File: config.mk
export PLATFORM = sky130hd
export DESIGN_NAME = hazard_scoreboard
export DESIGN_NICKNAME = d
export VERILOG_FILES = /design/src/rtl/hazard_scoreboard_pkg.sv /design/src/rtl/sb_src_check.sv /design/src/rtl/hazard_scoreboard.sv
export SDC_FILE = /design/constraint.sdc
export NUM_CORES = 1
export LEC_CHECK = 0
export CAP_MARGIN = 20
export CELL_PAD_IN_SITES_DETAIL_PLACEMENT = 0
export CELL_PAD_IN_SITES_GLOBAL_PLACEMENT = 2
export CORE_AREA = 2 2 136 138
export CTS_CLUSTER_SIZE = 20
export DETAILED_ROUTE_END_ITERATION = 10
export DIE_AREA = 0 0 138 140
export PLACE_DENSITY_LB_ADDON = 0.1
export SLEW_MARGIN = 40
export SYNTH_ARGS = -nofsm -noshare
export SYNTH_HDL_FRONTEND = slang
export SYNTH_SLANG_ARGS = --single-unit
File: constraint.sdc
create_clock -name clk -period 8 [get_ports clk]
set_clock_uncertainty 0.15 [all_clocks]
set_input_delay 1.2 -clock clk [delete_from_list [all_inputs] [get_ports clk]]
set_output_delay 1.2 -clock clk [all_outputs]
set_load 0.01 [all_outputs]
File: src/rtl/hazard_scoreboard_pkg.sv
// hazard_scoreboard_pkg: shared register-space constants and bypass select encoding.
//   REG_AW   - register address width used by decode, regfile and scoreboard
//   NREG     - architectural registers (integer and float share one space)
//   ZERO_REG - hardwired-zero register, never tracked
//   fwd_t    - operand source: register file or writeback bus
package sb_pkg;
    localparam int REG_AW   = 6;
    localparam int NREG     = 64;
    localparam int ZERO_REG = 0;
    typedef enum logic {FWD_RF, FWD_WB} fwd_t;
endpackage

File: src/rtl/sb_src_check.sv
// sb_src_check: per-source RAW hazard and bypass detection against pending writes.
//   pending   - in, pending-write bit per register
//   wb_valid  - in, writeback bus carries a result
//   wb_rd     - in, writeback destination
//   src_valid - in, this source is read by the decode instruction
//   src_addr  - in, this source's register address
//   hazard    - out, source is pending and not being written back this cycle
//   fwd       - out, FWD_WB when the operand must come from the writeback bus
module sb_src_check
    import sb_pkg::*;
#(
    parameter int NREG_P   = NREG,
    parameter int AW       = REG_AW,
    parameter int ZERO_IDX = ZERO_REG
) (
    input  logic [NREG_P-1:0] pending,
    input  logic              wb_valid,
    input  logic [AW-1:0]     wb_rd,
    input  logic              src_valid,
    input  logic [AW-1:0]     src_addr,
    output logic              hazard,
    output fwd_t              fwd
);
    logic hit;
    logic wb_match;
    assign hit      = src_valid && src_addr != AW'(ZERO_IDX) && pending[src_addr];
    assign wb_match = wb_valid && wb_rd == src_addr;
    assign hazard   = hit && !wb_match;
    assign fwd      = (hit && wb_match) ? FWD_WB : FWD_RF;
endmodule

File: src/rtl/hazard_scoreboard.sv
// hazard_scoreboard: per-register pending tracker producing decode stall and bypass selects.
//   clk, rst     - clock; asynchronous active-high reset
//   src_valid    - in, NSRC source-read flags of the decode instruction
//   src_addr     - in, NSRC packed source addresses, source i at [i*AW +: AW]
//   issue_valid  - in, decode instruction wants to move to exec
//   issue_we     - in, that instruction writes a register
//   issue_rd     - in, its destination
//   wb_valid     - in, writeback bus carries a result
//   wb_rd        - in, writeback destination
//   stall        - out, combinational decode hold request
//   fwd_sel      - out, combinational per-source take-from-writeback select
//   inflight     - out, registered count of outstanding writes
//   pending      - out, registered pending bit per register
//   sb_err       - out, sticky flag for a writeback to a non-pending register
module hazard_scoreboard
    import sb_pkg::*;
#(
    parameter int NREG_P       = NREG,
    parameter int AW           = REG_AW,
    parameter int NSRC         = 3,
    parameter int MAX_INFLIGHT = 8,
    parameter int ZERO_IDX     = ZERO_REG,
    localparam int CW          = $clog2(MAX_INFLIGHT + 1)
) (
    input  logic                clk,
    input  logic                rst,
    input  logic [NSRC-1:0]     src_valid,
    input  logic [NSRC*AW-1:0]  src_addr,
    input  logic                issue_valid,
    input  logic                issue_we,
    input  logic [AW-1:0]       issue_rd,
    input  logic                wb_valid,
    input  logic [AW-1:0]       wb_rd,
    output logic                stall,
    output logic [NSRC-1:0]     fwd_sel,
    output logic [CW-1:0]       inflight,
    output logic [NREG_P-1:0]   pending,
    output logic                sb_err
);
    logic [NSRC-1:0] raw;
    fwd_t            fwd [NSRC];
    logic            wb_hit;
    logic            waw;
    logic            full;
    logic            fire;

    genvar i;
    generate
        for (i = 0; i < NSRC; i++) begin : g_src
            sb_src_check #(.NREG_P(NREG_P), .AW(AW), .ZERO_IDX(ZERO_IDX)) u_chk (
                .pending  (pending),
                .wb_valid (wb_valid),
                .wb_rd    (wb_rd),
                .src_valid(src_valid[i]),
                .src_addr (src_addr[i*AW +: AW]),
                .hazard   (raw[i]),
                .fwd      (fwd[i])
            );
            assign fwd_sel[i] = fwd[i] == FWD_WB;
        end
    endgenerate

    // ZERO_REG is never pending, so a writeback to it can never count as a hit
    assign wb_hit = wb_valid && pending[wb_rd];
    // a same-cycle writeback to rd retires the older write, so the new one may issue
    assign waw    = issue_we && issue_rd != AW'(ZERO_IDX) && pending[issue_rd]
                    && !(wb_hit && wb_rd == issue_rd);
    // any writeback releases the full condition, even one that turns out erroneous
    assign full   = issue_we && inflight == CW'(MAX_INFLIGHT) && !wb_valid;
    assign stall  = issue_valid && (|raw || waw || full);
    assign fire   = issue_valid && !stall && issue_we && issue_rd != AW'(ZERO_IDX);

    always_ff @(posedge clk or posedge rst) begin
        if (rst) begin
            pending  <= '0;
            inflight <= '0;
            sb_err   <= 1'b0;
        end else begin
            // clear before set so a same-register fire keeps the bit high
            pending  <= (pending & ~(NREG_P'(wb_hit) << wb_rd)) | (NREG_P'(fire) << issue_rd);
            inflight <= inflight + CW'(fire) - CW'(wb_hit);
            sb_err   <= sb_err | (wb_valid && wb_rd != AW'(ZERO_IDX) && !pending[wb_rd]);
        end
    end
endmodule

**After elaboration in Yosys (flattened, before gate mapping)**

Cells that the tools add are included.
W data, S select, Z words.

- Add/sub/neg operators: 2
- $lt $le $gt $ge: 5
- Equality and inequality tests: 5
- Shifts and indexed selects: 2
- Multiplexer cells: 13
- Bitwise gates (word level): 4
- Reductions and logical operators: 43

Operators by type and width:

| cell | count |
|---|---|
| $shl A1 B6 Y64 | 2 |
| $and A64 B64 Y64 | 1 |
| $not A64 Y64 | 1 |
| $or A64 B64 Y64 | 1 |
| $lt A6 B7 Y1 const B | 5 |
| $bmux W1 S6 | 5 |
| $reduce_bool A6 Y1 | 5 |
| $logic_and A1 B1 Y1 | 28 |
| $eq A6 B6 Y1 | 4 |
| $mux W1 | 8 |
| $logic_not A1 Y1 | 7 |
| $add A4 B1 Y4 | 1 |
| $eq A4 B4 Y1 const B | 1 |
| $sub A4 B1 Y4 | 1 |
| $reduce_or A3 Y1 | 1 |
| $logic_or A1 B1 Y1 | 2 |
| $or A1 B1 Y1 | 1 |

- Register bits: 69
- Input bits: 38
- Word-level logic and storage cells: 77

**Depth between registers and ports, before layout**

Gate-level depths: netlist of run 1.

- Word-level depth: 15
- Depth in mapped cells: 16
- Gate-level depth less buffers: 13

**Cells and area by module**

Synthesis of run 1 repeated with hierarchy kept, for this count alone.

- Cells, all modules: 691
- Area, all modules: 6,847.8 um^2

Modules (own cells, without submodules):

| module | instances | cells an instance | area each (um^2) | seq. area each (um^2) |
|---|---|---|---|---|
| hazard_scoreboard | 1 | 502 | 4,787.1 | 1,726.7 |
| sb_src_check | 3 | 63 | 686.9 | 0.0 |

**Worst setup path before layout of run 1**

Ideal clock, no wire load.

- Path kind: input to output
- Start point: input wb_rd[0]
- End point: output stall
- Data arrival time: 3.326 ns
- Path slack: 3.324 ns
- Stages on the path: 8
- Path buffers: 1
- Cells stage by stage: buf_4 > mux4_2 > mux4_2 > a2bb2oi_1 > a211oi_2 > nor3_1 > o211a_1 > a21boi_0

- Longest elaborated chain between the ends: 9
- Elaborated cells on any way between the ends: 23
- Those cells by class: eq/ne (4); mux (2); reduce/logical (17)

Ends and longest elaborated chain:

| what | RTL line | text |
|---|---|---|
| start: declaration | hazard_scoreboard.sv:33 | `input logic [AW-1:0] wb_rd,` |
| $bmux W1 S6 | hazard_scoreboard.sv:64 | `assign wb_hit = wb_valid && pending[wb_rd];` |
| $mux W1 (implied by the code) | hazard_scoreboard.sv:64 |  |
| $logic_and A1 B1 Y1 | hazard_scoreboard.sv:64 |  |
| $logic_and A1 B1 Y1 | hazard_scoreboard.sv:67 | `&& !(wb_hit && wb_rd == issue_rd);` |
| $logic_not A1 Y1 | hazard_scoreboard.sv:67 |  |
| $logic_and A1 B1 Y1 | hazard_scoreboard.sv:67 |  |
| $logic_or A1 B1 Y1 * (2 in series) | hazard_scoreboard.sv:70 | `assign stall = issue_valid && (\|raw \|\| waw \|\| full);` |
| $logic_and A1 B1 Y1 * | hazard_scoreboard.sv:70 |  |
| end: declaration | hazard_scoreboard.sv:34 | `output logic stall,` |

Mark *: on every way between the ends. The rest lies on a longest branch, timed or not. The select of a mux whose other input is x is not followed.

**Worst setup path in the final report of run 1**

Ends and elaborated chain as after synthesis.

==> results of run 1 <==
==> worst max path at each step <==
stage	end	cells after the start
5_1_grt	stall	10
6_report	stall	10
2_1_floorplan	stall	8
3_5_place_dp	stall	10
4_1_cts	stall	10
3_3_place_gp	stall	10
==> registers in the layout (all words and copies together), names as in the netlist <==
signal	cells
sb_err	1
pending	64
inflight	4
==> layout make-up <==
| class | count | share of cell area, % |
|---|---|---|
| repair buffers | 123 | 14.80 |
| clock buffers | 9 | 2.819 |
| multi-input cells | 491 | 55.29 |
| clock inverters | 7 | 1.237 |
| inverters | 14 | 0.6578 |
| flip-flops and latches | 69 | 21.61 |
| well taps | 229 | 3.587 |
==> cells by family (layout without fill, tap and decap cells) <==
| logic type | after synthesis | in the layout | share of synthesized area [%] |
|---|---|---|---|
| buffers and inverters | 69 | 153 | 5.107 |
| muxes | 112 | 112 | 30.99 |
| xor gates and xnor gates | 26 | 26 | 3.521 |
| adders and majority gates | 6 | 6 | 1.277 |
| and+or+nand+nor | 168 | 168 | 13.60 |
| DFF | 69 | 69 | 26.70 |
| AOI/OAI and AO/OA | 179 | 179 | 18.80 |
==> cell usage after synthesis, drive strengths merged (4+ instances only) <==
cell type | n | share of area [%]
dfrtp | 69 | 27
o211ai | 5 | 0.87
nor3b | 6 | 0.70
xor2 | 11 | 1.5
a21oi | 5 | 0.39
o21ai | 76 | 5.9
nand2b | 9 | 0.87
clkbuf | 23 | 1.4
o41ai | 10 | 1.4
nor2 | 18 | 1.0
mux2 | 26 | 4.5
nand2 | 43 | 2.5
buf | 32 | 2.9
mux2i | 18 | 2.8
o31ai | 41 | 4.8
nand3 | 27 | 2.1
mux4 | 68 | 24
a32oi | 5 | 0.68
xnor2 | 15 | 2.0
nand4 | 12 | 1.2
a22oi | 4 | 0.46
and3 | 5 | 0.48
nor2b | 16 | 1.5
a221oi | 7 | 0.95
ha | 5 | 0.97
nor4 | 5 | 0.48
nor3 | 12 | 0.93
inv | 14 | 0.81
==> power groups by stage <==
stage	combinational, µW	clock [µW]	sequential, µW
floorplan	286	0	474
global placement	488	0	514
detailed placement	493	0	514
CTS	495	446	508
global route	532	459	517
finish	494	439	515
==> per-layer routing <==
| metal | vias up | routed length [µm] | global-route usage (%) |
|---|---|---|---|
| met5 | - | 0 | 0 |
| met4 | 0 | 1119 | 13.05 |
| met3 | 76 | 2629 | 5.128 |
| met2 | 406 | 13180 | 45.78 |
| met1 | 3208 | 11510 | 39.67 |
| li1 | 2662 | - | - |
==> worst reg2reg max path: stages, from the launching register on <==
cell      delay [ns]
dfrtp_1         0.60
mux4_2          0.31
nor3b_1         0.05
nor4b_1         0.53
a211oi_2        0.12
nor3_1          0.42
o211a_1         0.27
nand3_1         0.10
ha_1            0.31
inv_1           0.04
ha_1            0.20
fa_1            0.41
xor2_1          0.17
==> per-stage QoR <==
stage / instance area (µm²) / utilization, % / cells / worst slack, ns
3_3_place_gp: 7645 / 43.00 / 922 / 1.591
4_1_cts: 7989 / 44.93 / 942 / 1.517
3_5_place_dp: 7665 / 43.11 / 926 / 1.519
6_report: 7989 / 44.93 / 942 / 1.516
5_1_grt: 7989 / 44.93 / 942 / 1.285
2_1_floorplan: 6467 / - / 629 / 3.324
==> cell usage in the layout, fill, tap and decap left out, types with 13 or more instances in the layout <==
cell / n
clkdlybuf4s50_1: 106
o21ai_0: 76
dfrtp_1: 69
mux4_2: 68
nand2_1: 43
o31ai_1: 41
nand3_1: 27
mux2_2: 26
nor2_1: 18
mux2i_1: 18
nor2b_1: 16
xnor2_1: 15
inv_1: 13
==> flow_summary.yaml, run 1 <==
sta:
  whs_ns: 0.3873
  setup_viol: 0
  hold_viol: 0
  grt_setup_unrepaired: "false"
  fin_crit_sh_pct: 81.05
  tightest_slew_ns: 0.8378
  fmax_mhz: 154.2
  timing.slew.headroom_pct: 43.97
  fin_setup_tns_ns: 0
  layout_min_cycle_time_ns: 6.484
  slew_viol_final: 0
logic_synthesis:
  dominantRegCellSynth: "dfrtp_1"
  synth_area_per_cell_um2: 10.28
  yosysSeqAreaShare_pct: 26.70
  postSynthCellCount: 629
  async_reset_ff_share_pct: 100.0
  synth_edf_count: 0
  yosys_warnings: 0
  syn_area_um2: 6467
  ys_types: 63
  ys_ff_latch: 69
  syn-num-nets: 673
drt:
  route.detailed.drc: 0
  drt-total-wl_um: 28440
  viasPerCell: 6.743
  post_drt_wl_per_cell_um: 30.20
  vias: 6352
  first_pass_iters: 5
  ant_nets: 0
  drt_iter0_markers: 674
layout:
  drive_gt1_share_pct: 18.93
  final.fill_count: 1740
  layout.area.seq_um2: 1727
  n_antenna_cell: 0
  final_nets: 752
  multi_input_area_um2: 4417
  syn_to_final_growth_pct: 23.52
critical_path:
  worstPathCellList: "clkdlybuf4s50_1 -> buf_4 -> mux4_2 -> mux4_2 -> a2bb2oi_1 -> a211oi_2 -> nor3_1 -> o211a_1 -> a21boi_0 -> clkdlybuf4s50_1"
  startpoint: "wb_rd[0]"
  required_ns: 6.65
  crit_family: "buffers and inverters"
  startpoint_type: "input pin"
  cpPeakStageDelay_ns: 0.94
  cpMaxStageDelayCell: "clkdlybuf4s50_1"
  worstPathBufferInverterCount: 3
  cp.arrival_ns: 5.13
  worstSetupEndpointType: "output pin"
  reg2reg_to: "inflight[2]"
  critPathMaxFanout: 14
  r2r_cells: 12
  crit_type: "input pin to output pin"
  r2r_start: "pending[23]"
  r2r_slack_ns: 4.20
clocking:
  postCtsSetupBuffers: 0
  cts_tree: "done"
  cts-root-buf: "clkbuf_16"
  hold_buffers: 0
  numCtsBuffers: 9
  clockBufferDepth: 2
  clock-sinks: 69
  clock_latency_ns: 0.34
  cts_max_level: 3
  cts.reportedPaths.clkPinSlew_ns: 0.06
  cts_repair_resize_count: 0
global_route:
  antenna_found_initial: 0
  grt_util_all_layers_pct: 29.15
  grt-ovfl-total: 0
  grt_start_max_net_pins: 70
  first_global_vias: 6492
  grt_pass1_wl_um: 42350
die:
  die_y_um: 140
  core_area_um2: 17780
  die-area_um2: 19320
  boundaryPins: 111
  die_w_um: 138
  start_util_pct: 36.38
  rows: 49
flow_run:
  maxCapViolCount: 0
pwr:
  switching_share_pct: 35.81
  internal_power_uw: 929.7
  seq_power_share_pct: 35.6
  power.density_nw_per_um2: 181.3
  vdd_drop_max_mv: 0.1065
  p_comb_share_pct: 34.1
  clkPwrFrac_pct: 30.3
  p_switching_uw: 518.6
  p_leak_uw: 0.002923
  power.total_uw: 1448
min_path:
  min_to: "inflight[0]"
  holdPathStages: 1
  hp-class: "flop to flop"
  hold_path.startpoint: "inflight[0]"
placed_design:
  place_hpwl_um: 19810
  finalWeightedCongestion: 0.8878
  numPortBuffers: 110
status:
  status: "completed"
(Power assumes the default switching activity.)
==> run 2, diff against run 1 <==
--- a/config.mk
+++ b/config.mk
@@ -8,10 +8,10 @@
 export CAP_MARGIN = 20
 export CELL_PAD_IN_SITES_DETAIL_PLACEMENT = 0
 export CELL_PAD_IN_SITES_GLOBAL_PLACEMENT = 2
-export CORE_AREA = 2 2 136 138
+export CORE_AREA = 2 2 139 141
 export CTS_CLUSTER_SIZE = 20
 export DETAILED_ROUTE_END_ITERATION = 10
-export DIE_AREA = 0 0 138 140
+export DIE_AREA = 0 0 141 143
 export PLACE_DENSITY_LB_ADDON = 0.1
 export SLEW_MARGIN = 40
 export SYNTH_ARGS = -nofsm -noshare
==> constraint.sdc (replaced) <==
create_clock -name clk -period 6.25 [get_ports clk]
set_clock_uncertainty 0.15 [all_clocks]
set_input_delay 0.9375 -clock clk [delete_from_list [all_inputs] [get_ports clk]]
set_output_delay 0.9375 -clock clk [all_outputs]
set_load 0.01 [all_outputs]
==> run 2 against run 1 <==
Compared with the run above: sequential share of layout area shrank 0.31 points; final cell count up 2.1%; sequential power increased by 28%; critical path type unchanged; highest routed layer unchanged.
==> flow_summary.yaml, run 2 (same netlist as run 1, synthesis figures left out) <==
status:
  status: "completed"
die:
  core_area_um2: 18580
  start_util_pct: 34.81
  die_w_um: 141
  boundaryPins: 111
  rows: 50
  die-area_um2: 20160
  die_y_um: 143
drt:
  post_drt_wl_per_cell_um: 30.08
  vias: 6416
  first_pass_iters: 5
  viasPerCell: 6.669
  drt_iter0_markers: 756
  drt-total-wl_um: 28940
  ant_nets: 0
  route.detailed.drc: 0
sta:
  hold_viol: 0
  timing.slew.headroom_pct: 45.63
  setup_viol: 0
  setup_ws_ns: 0.6135
  grt_setup_unrepaired: "false"
  tightest_slew_ns: 0.8130
  fin_setup_tns_ns: 0
  slew_viol_final: 0
  whs_ns: 0.3507
  fin_crit_sh_pct: 90.18
  layout_min_cycle_time_ns: 5.637
  fmax_mhz: 177.4
critical_path:
  cp.arrival_ns: 4.55
  crit_family: "buffers and inverters"
  critPathMaxFanout: 9
  worstPathBufferInverterCount: 2
  cpPeakStageDelay_ns: 0.79
  crit_type: "input pin to output pin"
  worstSetupEndpointType: "output pin"
  worstPathCellList: "clkdlybuf4s50_1 -> mux4_2 -> mux4_2 -> a2bb2oi_1 -> a211oi_2 -> nor3_1 -> o211a_1 -> a21boi_0 -> clkdlybuf4s50_1"
  cpMaxStageDelayCell: "clkdlybuf4s50_1"
  startpoint_type: "input pin"
  required_ns: 5.16
global_route:
  first_global_vias: 6562
  antenna_found_initial: 0
  grt_pass1_wl_um: 42420
  grt-ovfl-total: 0
  grt_start_max_net_pins: 70
  grt_util_all_layers_pct: 28.81
layout:
  largest_reg_flops: 64
  drive_gt1_share_pct: 20.19
  n_antenna_cell: 0
  largest_register: "pending"
  syn_to_final_growth_pct: 25.34
  final_common_cell: "clkdlybuf4s50_1"
  layoutNonFillerInstCount: 962
  final.fill_count: 1797
  final_nets: 767
  biggestRegsByFlops: "pending (64), inflight (4), sb_err (1)"
  layout_common_cells: "108 x clkdlybuf4s50_1, 76 x o21ai_0, 69 x dfrtp_1"
placed_design:
  numPortBuffers: 110
  place_hpwl_um: 20730
  place_inst: 946
  finalWeightedCongestion: 0.9198
  dp_slack_ns: 0.6835
clocking:
  cts_repair_resize_count: 0
  hold_buffers: 0
  clockBufferDepth: 2
  clock_latency_ns: 0.34
  postCtsSetupBuffers: 0
  clock-sinks: 69
  cts_tree: "done"
  cts.reportedPaths.clkPinSlew_ns: 0.06
  cts_max_level: 3
  cts-root-buf: "clkbuf_16"
  numCtsBuffers: 9
pwr:
  power.density_nw_per_um2: 226.5
  vdd_drop_max_mv: 0.1103
  p_leak_uw: 0.002987
  power.total_uw: 1837
flow_run:
  maxCapViolCount: 0
min_path:
  hp-class: "flop to flop"
## run 2: cell count changes in the layout (fill, tap and decap cells not counted)
cell,delta
buf_2,-2
clkinvlp_4,+1
buf_8,+1
buf_6,+1
clkbuf_1,+1
clkinv_4,-2
buf_4,+13
clkdlybuf4s50_1,+2
clkbuf_8,+1
bufinv_16,-1
## run 2: routing by layer
metal | GRT usage [%] | vias to the layer above | share of wire (%)
met3 | 6.103 | 70 | 8.8
met4 | 11.42 | 0 | 3.4
met5 | 0 | - | 0
met1 | 37.46 | 3255 | 40
li1 | - | 2699 | -
met2 | 47.24 | 392 | 47
## run 2: layout make-up
cell class                 instances  area [µm²]  share of cell area, %
sequential                        69        1727                  21.30
clock inverter                     5       58.81                 0.7254
tap                              234       292.8                  3.612
multi-input combinational        491        4417                  54.48
inverter                          14       52.55                 0.6482
timing repair buffer             138        1316                  16.24
clock buffer                      11       242.7                  2.994
## run 2: worst paths after layout
check                      depth (start not counted)     endpoint  slack (ns)        start
setup / recovery                                   9        stall        0.61     wb_rd[0]
hold / removal                                     1       sb_err        0.35       sb_err
setup reg to reg                                  12  inflight[2]        2.43  pending[50]
hold reg to reg                                    1       sb_err        0.35       sb_err
max in group asynchronous                          3  pending[28]        4.54          rst
min in group asynchronous                          3  pending[47]        0.92          rst
## run 2: where the power goes
part	internal [µW]	switching (µW)	leakage [µW]
Sequential	506	154	0.000923
Combinational	343	306	0.00192
Clock	321	206	0.000142
## run 2: through the flow
| stage | cell area [µm²] | utilization (%) |
|---|---|---|
| detailed placement | 7815 | 42.06 |
| floorplan | 6467 | - |
| global placement | 7779 | 41.87 |
| finish | 8107 | 43.63 |
| global route | 8107 | 43.63 |
| CTS | 8117 | 43.68 |
